## config.mk

```make
export PLATFORM = sky130hd
export DESIGN_NAME = i2s_slave_rx
export DESIGN_NICKNAME = d
export VERILOG_FILES = /design/src/rtl/i2s_slave_rx.sv
export SDC_FILE = /design/constraint.sdc
export NUM_CORES = 1
export LEC_CHECK = 0
export BUFFER_PORTS_ARGS = -buffer_cell sky130_fd_sc_hd__buf_2
export CORE_UTILIZATION = 49
export DETAILED_ROUTE_END_ITERATION = 10
export GPL_ROUTABILITY_DRIVEN = 0
export PLACE_DENSITY = 0.75
export RECOVER_POWER = 25
export SLEW_MARGIN = 10
export SYNTH_ARGS = -nofsm -noshare
export SYNTH_HDL_FRONTEND = slang
export SYNTH_SLANG_ARGS = --single-unit
```

## constraint.sdc

```tcl
create_clock -name wb_clk -period 1.6 [get_ports wb_clk]
set_input_delay 0.16 -clock wb_clk [delete_from_list [all_inputs] [get_ports wb_clk]]
set_output_delay 0.16 -clock wb_clk [all_outputs]
set_load 0.01 [all_outputs]
```

## src/rtl/i2s_slave_rx.sv

```systemverilog
// rtl/i2s_slave_rx.sv - I2S slave receiver writing deserialized words into the shared sample buffer
module i2s_slave_rx #(
    parameter int DATA_WIDTH  = 16,
    parameter int ADDR_WIDTH  = 15,
    parameter int SYNC_STAGES = 2
) (
    input  logic                  wb_clk,
    input  logic                  wb_rst,
    input  logic                  conf_en,
    input  logic [5:0]            conf_res,
    input  logic                  conf_swap,
    input  logic                  i2s_sck_i,
    input  logic                  i2s_ws_i,
    input  logic                  i2s_sd_i,
    output logic [DATA_WIDTH-1:0] sample_dat_o,
    output logic [ADDR_WIDTH-2:0] sample_addr,
    output logic                  mem_wr,
    output logic                  evt_lsbf,
    output logic                  evt_hsbf,
    output logic                  rx_err
);

    typedef enum logic [1:0] {
        IDLE  = 2'd0,
        SHIFT = 2'd1,
        WRITE = 2'd2
    } state_t;

    localparam logic [ADDR_WIDTH-2:0] ADDR_LSBF = {1'b0, {(ADDR_WIDTH-2){1'b1}}};
    localparam logic [ADDR_WIDTH-2:0] ADDR_HSBF = {(ADDR_WIDTH-1){1'b1}};
    localparam logic [ADDR_WIDTH-2:0] ADDR_ONE  = {{(ADDR_WIDTH-2){1'b0}}, 1'b1};

    state_t                  state_q, state_d;
    logic [SYNC_STAGES-1:0]  sck_sync_q, sck_sync_d;
    logic [SYNC_STAGES-1:0]  ws_sync_q, ws_sync_d;
    logic [SYNC_STAGES-1:0]  sd_sync_q, sd_sync_d;
    logic                    sck_prev_q, sck_prev_d;
    logic                    ws_prev_q, ws_prev_d;
    logic [DATA_WIDTH-1:0]   shift_q, shift_d;
    logic [5:0]              bit_cnt_q, bit_cnt_d;
    logic [ADDR_WIDTH-2:0]   addr_q, addr_d;

    logic                    sck_s, ws_s, sd_s;
    logic                    sck_rise, ws_chg;
    logic [5:0]              res_eff;
    logic [DATA_WIDTH-1:0]   sd_vec;

    // WS and SD come from the same stage as SCK so all three are seen coherently
    assign sck_s    = sck_sync_q[SYNC_STAGES-1];
    assign ws_s     = ws_sync_q[SYNC_STAGES-1];
    assign sd_s     = sd_sync_q[SYNC_STAGES-1];
    assign sck_rise = sck_s & ~sck_prev_q;
    assign ws_chg   = sck_rise & (ws_s != ws_prev_q);
    assign res_eff  = (conf_res >= 6'd16 && conf_res <= 6'd32) ? conf_res : 6'd16;

    // Registers; a low enable behaves exactly like reset, synchronizers included
    always_ff @(posedge wb_clk) begin
        if (wb_rst || !conf_en) begin
            state_q    <= IDLE;
            sck_sync_q <= '0;
            ws_sync_q  <= '0;
            sd_sync_q  <= '0;
            sck_prev_q <= 1'b0;
            ws_prev_q  <= 1'b0;
            shift_q    <= '0;
            bit_cnt_q  <= '0;
            addr_q     <= '0;
        end else begin
            state_q    <= state_d;
            sck_sync_q <= sck_sync_d;
            ws_sync_q  <= ws_sync_d;
            sd_sync_q  <= sd_sync_d;
            sck_prev_q <= sck_prev_d;
            ws_prev_q  <= ws_prev_d;
            shift_q    <= shift_d;
            bit_cnt_q  <= bit_cnt_d;
            addr_q     <= addr_d;
        end
    end

    // Synchronizer shifting, word-select tracking and the receive state machine
    always_comb begin
        sck_sync_d = {sck_sync_q[SYNC_STAGES-2:0], i2s_sck_i};
        ws_sync_d  = {ws_sync_q[SYNC_STAGES-2:0], i2s_ws_i};
        sd_sync_d  = {sd_sync_q[SYNC_STAGES-2:0], i2s_sd_i};
        sck_prev_d = sck_s;
        ws_prev_d  = ws_prev_q;
        state_d    = state_q;
        shift_d    = shift_q;
        bit_cnt_d  = bit_cnt_q;
        addr_d     = addr_q;
        sd_vec     = '0;
        sd_vec[0]  = sd_s;

        if (sck_rise) begin
            ws_prev_d = ws_s;
        end

        case (state_q)
            IDLE: begin
                // The bit on the sync edge is the tail of an unsynced word: drop it
                if (ws_chg && (ws_s == conf_swap)) begin
                    shift_d   = '0;
                    bit_cnt_d = '0;
                    state_d   = SHIFT;
                end
            end
            SHIFT: begin
                if (sck_rise) begin
                    if (32'(bit_cnt_q) < DATA_WIDTH) begin
                        shift_d = shift_q | (sd_vec << (DATA_WIDTH - 1 - 32'(bit_cnt_q)));
                    end
                    bit_cnt_d = (bit_cnt_q == 6'd63) ? 6'd63 : bit_cnt_q + 6'd1;
                    // One-bit delay: the edge carrying the WS change also carries the LSB
                    if (ws_chg) begin
                        state_d = WRITE;
                    end
                end
            end
            WRITE: begin
                addr_d    = addr_q + ADDR_ONE;
                shift_d   = '0;
                bit_cnt_d = '0;
                state_d   = SHIFT;
            end
            default: state_d = IDLE;
        endcase
    end

    // Buffer write port and event pulses, all active only during the WRITE cycle
    always_comb begin
        sample_dat_o = '0;
        sample_addr  = addr_q;
        mem_wr       = 1'b0;
        evt_lsbf     = 1'b0;
        evt_hsbf     = 1'b0;
        rx_err       = 1'b0;
        if (state_q == WRITE) begin
            sample_dat_o = shift_q;
            mem_wr       = 1'b1;
            evt_lsbf     = (addr_q == ADDR_LSBF);
            evt_hsbf     = (addr_q == ADDR_HSBF);
            rx_err       = (bit_cnt_q != res_eff);
        end
    end

endmodule

```

==> metrics.yaml, run 1 <==
grt_pass1_vias: 2092
regArea_sq_um: 939.7
n_fill_cell: 370
grt_pass1_wl_mm: 8.942
period_share_pct: 110.6
synth_compound_area_share_pct: 17.62
avgSynthCellArea_sq_um: 8.541
hold_path_startpoint: "i2s_sd_i"
hpwl_mm: 3.829
synth-simple-area-share_pct: 31.89
yosys_warnings: 0
area_growth_pct: 31.84
start_util_pct: 52.08
muxShareOfSynthArea_pct: 0.8649
drtPass1Iterations: 7
synthesis.nets: 286
rows: 24
multi_input_area_sq_um: 1354
critPathArrivalTime_ns: 1.61
crit_required_ns: 1.44
drtIter0Drc: 141
period_minus_slack_ns: 1.770
synthArstFlopShare_pct: 0
grt_max_degree: 25
violations: "design-rule violations, negative setup slack"
yosysMostFrequentCell: "dfxtp_1"
yosysTopAreaCell: "dfxtp_1"
r2r_slack_ns: 0.01
synth_edf_count: 0
crit_path_max_fanout: 8
finalSetupViolCount: 3
cap_violations: 0
port_buffers: 46
reg2regPathDepth: 4
hold_class: "input port to flip-flop"
critPathLaunch: "bit_cnt_q[0]"
startpoint_type: "flip-flop"
diodes: 0
status: "finished with violations"
rsz0062_at_grt: "yes"
worst_pin_slew_ns: 0.3803
post_dp_cell_area_sq_um: 2790
cts_buffer_depth: 2
end_kind: "output pin"
cp_num_cells: 4
peakVddDrop_v: 0.0006004
ys_ff_latch: 46
core_area_sq_um: 4444
dieArea_sq_um: 5003
cts_root_buf: "clkbuf_8"
cts_num_sinks: 46
slowest_stage: "dfxtp_4"
cts_hold_buffers: 0
yosys.area_share.adder_pct: 1.081
drc: 8
synth_commonest_cells: "dfxtp_1, and2_1, nor3_1"
cts-htree-levels: 2
drive_gt1_share_pct: 33.53
leakage_uw: 0.001249
finalWorstSetupSlack_ns: -0.1695
syn_inst: 271
via_count: 2278
cp_top_family: "compound AO/OA/AOI/OAI gates"
slew_headroom_pct: 74.48
reg2reg_from: "ws_sync_q[1]"
cpPeakStageDelay_ns: 0.39
critPathKind: "flip-flop to output pin"
grtUsageTotal_pct: 22.28
synth-main-ff-cell: "dfxtp_1"
slew_violations: 0
yosys.area_share.xor_xnor_pct: 3.784
grt_antenna_before_repair: 0
fin_area_sq_um: 3052
crit_path_end: "rx_err"
finalHoldViolCount: 0
grt_overflow: 0
crit_chain: "o41ai_2 -> a21oi_1 -> or3_1 -> buf_2"
ys_types: 50
cts_made_buffers: 5
cts.reportedPaths.clkPinSlew_ns: 0.09
viasPerCell: 5.724
place_inst: 381
die_h_um: 70.73
io_pins: 47
dieWidth_um: 70.73
syn_area_sq_um: 2315
path_buf_inv: 1
layout.cells.non_filler: 398
fmax_mhz: 565.1
p_per_area_nw_per_um2: 641.9
wl_per_cell_um: 14.28
skew_ns: 0.009311
cts_tree: "built"
synth_seq_area_share_pct: 39.78
postRouteAntennaNets: 0
clk_latency_ns: 0.30
final_nets: 360
synth_area_leaders: "dfxtp_1, and2_1, nor3_1"
rr_endpoint: "bit_cnt_q[3]"
synth_top_area_share_pct: 39.78
final_core_util_pct: 68.67
synth_top_family_by_area: "simple AND/OR/NAND/NOR gates"
postRouteWirelength_mm: 5.683
[cell type report]
type / instances / share of cell area, %
clock buffers: 7 / 2.829
clock inverters: 1 / 0.1640
inverters: 8 / 0.9840
repair buffers: 87 / 18.74
multi-input cells: 197 / 44.36
flip-flops and latches: 46 / 30.79
well taps: 52 / 2.132
[repair_timing]
item,CTS,global route
resized for setup,14,21
pin swaps,11,12
setup endpoints to repair,4,26
cloned,0,0
setup buffers,4,5
[kinds of logic (layout without fill, tap and decap cells)]
group                    after synthesis  in the layout
AO/OA/AOI/OAI                         57             57
multiplexers                           2              2
buffers and inverters                 28            103
flip-flops                            46             46
adder cells (fa/ha/maj)                2              2
XOR/XNOR                              10             10
AND/OR/NAND/NOR                      126            126
[placed cells by master (no fill, tap or decap), types with 3 or more instances in the layout]
master / Yosys / layout
buf_2: 5 / 37
buf_4: 1 / 36
dfxtp_1: 46 / 35
and2_1: 25 / 19
nor3_1: 20 / 19
nand2_1: 14 / 13
nor2_1: 13 / 13
a31oi_1: 10 / 10
a41oi_1: 10 / 10
and3_1: 11 / 10
clkbuf_1: 13 / 10
a21oi_1: 9 / 9
dfxtp_2: 0 / 9
inv_1: 8 / 7
xor2_1: 6 / 6
nor2b_1: 6 / 6
nand4_1: 6 / 6
nand3_1: 6 / 6
clkbuf_8: 0 / 6
o21ai_0: 5 / 5
and2_0: 0 / 5
xnor2_1: 4 / 4
or3_1: 4 / 4
nand2b_1: 4 / 4
o31ai_1: 6 / 4
nand3b_1: 3 / 3
buf_12: 0 / 3
[worst reg2reg max path, stage by stage (launching register included)]
cell	delay (ns)
dfxtp_2	0.33
or3b_4	0.39
a311o_1	0.40
a31o_1	0.20
a22o_1	0.18
[state kept, by name, summed over array words and instances, names as in the netlist]
register	cells
sck_sync_q	2
ws_prev_q	1
bit_cnt_q	6
shift_q	16
ws_sync_q	2
state_q	2
sample_addr	14
sd_sync_q	2
sck_prev_q	1
[per-layer routing]
layer,GRT usage (%),part of all wire (%),up-vias,wire (um)
met5,0,0,-,0
met4,8.444,1.1,0,62
met3,4.558,3.3,6,190
met2,37.39,49,43,2804
met1,28.32,46,1090,2625
li1,-,-,1139,-
[power breakdown]
group / internal [uW] / total (uW) / switching [uW]
Combinational: 36.7 / 80.4 / 43.7
Sequential: 1140 / 1150 / 1.43
Clock: 349 / 733 / 384
[stage by stage]
step                      total power (uW)  hold slack [ns]  TNS [ns]  worst slack (ns)
final                                 1959          0.05596   -0.2198           -0.1695
after global routing                  2022          0.04901   -0.6192           -0.2325
after CTS                             1978          0.04849   -0.2044           -0.1742
after detailed placement              1253           0.3645   -0.1775           -0.1775
after global placement                1251           0.3590   -0.1400           -0.1400
after floorplan                       1212           0.2817         0           0.01585
[worst min-delay path by stage]
stage / endpoint / slack, ns / cells past startpoint
after global placement: sck_sync_q[0] / 0.36 / 2
after CTS: ws_sync_q[0] / 0.05 / 2
after floorplan: sck_sync_q[0] / 0.28 / 1
after global routing: ws_sync_q[0] / 0.05 / 2
after detailed placement: ws_sync_q[0] / 0.36 / 2
final: sd_sync_q[0] / 0.06 / 2
(Power assumes the default switching activity.)
==> run 2: changes to the inputs <==
Settings changed: CTS_CLUSTER_SIZE set to 16, PLACE_DENSITY 0.75 to 0.77.
==> metrics.yaml, run 2 (synthesis results as in run 1) <==
status: "finished with violations"
violations: "design-rule violations, negative setup slack"
crit_required_ns: 1.44
final_nets: 349
hold_class: "input port to flip-flop"
regMostFlops: "shift_q"
cts-htree-levels: 2
layout.cells.non_filler: 387
cp_num_cells: 6
start_util_pct: 52.08
rsz0062_at_grt: "yes"
slew_headroom_pct: 79.33
port_buffers: 46
final_cell_mix: "buf_2, dfxtp_1, buf_4, and2_1, nor3_1"
cts_made_buffers: 5
drtIter0Drc: 222
period_minus_slack_ns: 1.775
hold_path_startpoint: "i2s_ws_i"
drtPass1Iterations: 7
grtUsageTotal_pct: 22.93
reg2reg_from: "sample_addr[1]"
postRouteWirelength_mm: 5.602
slew_violations: 0
end_kind: "output pin"
clk_latency_ns: 0.29
cts_buffer_depth: 2
drive_gt1_share_pct: 33.73
dieWidth_um: 70.73
grt_pass1_vias: 1980
critPathArrivalTime_ns: 1.61
cts_tree: "built"
rows: 24
cts.reportedPaths.clkPinSlew_ns: 0.08
skew_ns: 0.004726
grt_antenna_before_repair: 0
startpoint_type: "input port"
die_h_um: 70.73
r2r_slack_ns: 0.05
p_per_area_nw_per_um2: 687.6
crit_chain: "buf_2 -> or4b_1 -> o31ai_1 -> a31oi_1 -> or3_1 -> buf_2"
leakage_uw: 0.001233
worst_pin_slew_ns: 0.3080
via_count: 2234
rr_endpoint: "sample_addr[12]"
crit_path_max_fanout: 2
cts_num_sinks: 46
hpwl_mm: 3.729
dieArea_sq_um: 5003
cpPeakStageDelay_ns: 0.53
core_area_sq_um: 4444
cp_top_family: "simple AND/OR/NAND/NOR gates"
cts_hold_buffers: 0
wl_per_cell_um: 14.48
finalWorstSetupSlack_ns: -0.1746
viasPerCell: 5.773
period_share_pct: 110.9
cts_root_buf: "clkbuf_8"
diodes: 0
path_buf_inv: 2
holdPathStages: 2
final_core_util_pct: 66.98
slowest_stage: "or4b_1"
min_to: "ws_sync_q[0]"
postRouteAntennaNets: 0
area_growth_pct: 28.59
layout_commonest_cell: "buf_2"
critical_path.most_common_cell: "buf_2"
largest_register_ffs: 16
fmax_mhz: 563.5
finalHoldViolCount: 0
reg2regPathDepth: 6
io_pins: 47
cap_violations: 0
peakVddDrop_v: 0.0005649
critPathKind: "input port to output pin"
finalSetupViolCount: 3
grt_overflow: 0
grt_max_degree: 25
drc: 8
place_inst: 377
grt_pass1_wl_mm: 9.163
run 2: cell count changes in the layout (fill, tap and decap cells not counted), moves of 2 or more:
cell / before / now
and2_0: 5 / 3
and2_1: 19 / 21
buf_2: 37 / 45
buf_4: 36 / 26
buf_6: 2 / 0
clkbuf_1: 10 / 2
clkbuf_8: 6 / 8
run 2: how the worst max path moves through the flow:
stage	startpoint	endpoint	slack (ns)
2_1_floorplan	ws_prev_q	bit_cnt_q[3]	0.02
3_3_place_gp	conf_res[3]	rx_err	-0.13
3_5_place_dp	conf_res[3]	rx_err	-0.16
4_1_cts	bit_cnt_q[5]	rx_err	-0.18
5_1_grt	bit_cnt_q[5]	rx_err	-0.24
6_report	conf_res[3]	rx_err	-0.17
run 2: repair_timing:
action / in CTS / in global routing
pin swaps: 9 / 6
resized for setup: 14 / 17
setup buffers: 2 / 0
setup endpoints to repair: 19 / 24
run 2: report_power, final:
part           switching, uW  internal, uW  leakage (uW)
clock                    386           437     0.0000575
sequential              1.59          1150      0.000377
combinational           42.6          33.7      0.000799
run 2: routing by layer:
| metal | wire, um | global-route usage (%) | vias up |
|---|---|---|---|
| met2 | 2635 | 35.36 | 70 |
| met1 | 2643 | 32.29 | 1037 |
| li1 | - | - | 1123 |
| met5 | 0 | 0 | - |
| met4 | 38 | 6.667 | 0 |
| met3 | 285 | 5.128 | 4 |
run 2: area by class of cell:
class | count | area (sq um)
clock buffer | 8 | 110.1
fill | 376 | 1468
inverter | 8 | 30.03
multi-input combinational | 197 | 1346
sequential | 46 | 937.1
tap | 52 | 65.06
timing repair buffer | 76 | 488.0
run 2: metrics by stage:
stage	instance area [sq um]	hold WS, ns	setup WS (ns)	total power [uW]	setup TNS [ns]
finish	2977	0.05874	-0.1746	2047	-0.2143
global route	2977	0.04496	-0.2404	2117	-0.4037
CTS	2929	0.04946	-0.1804	2057	-0.1894
detailed placement	2760	0.3621	-0.1594	1252	-0.1594
global placement	2760	0.3582	-0.1335	1250	-0.1335
floorplan	2315	0.2817	0.01585	1212	0
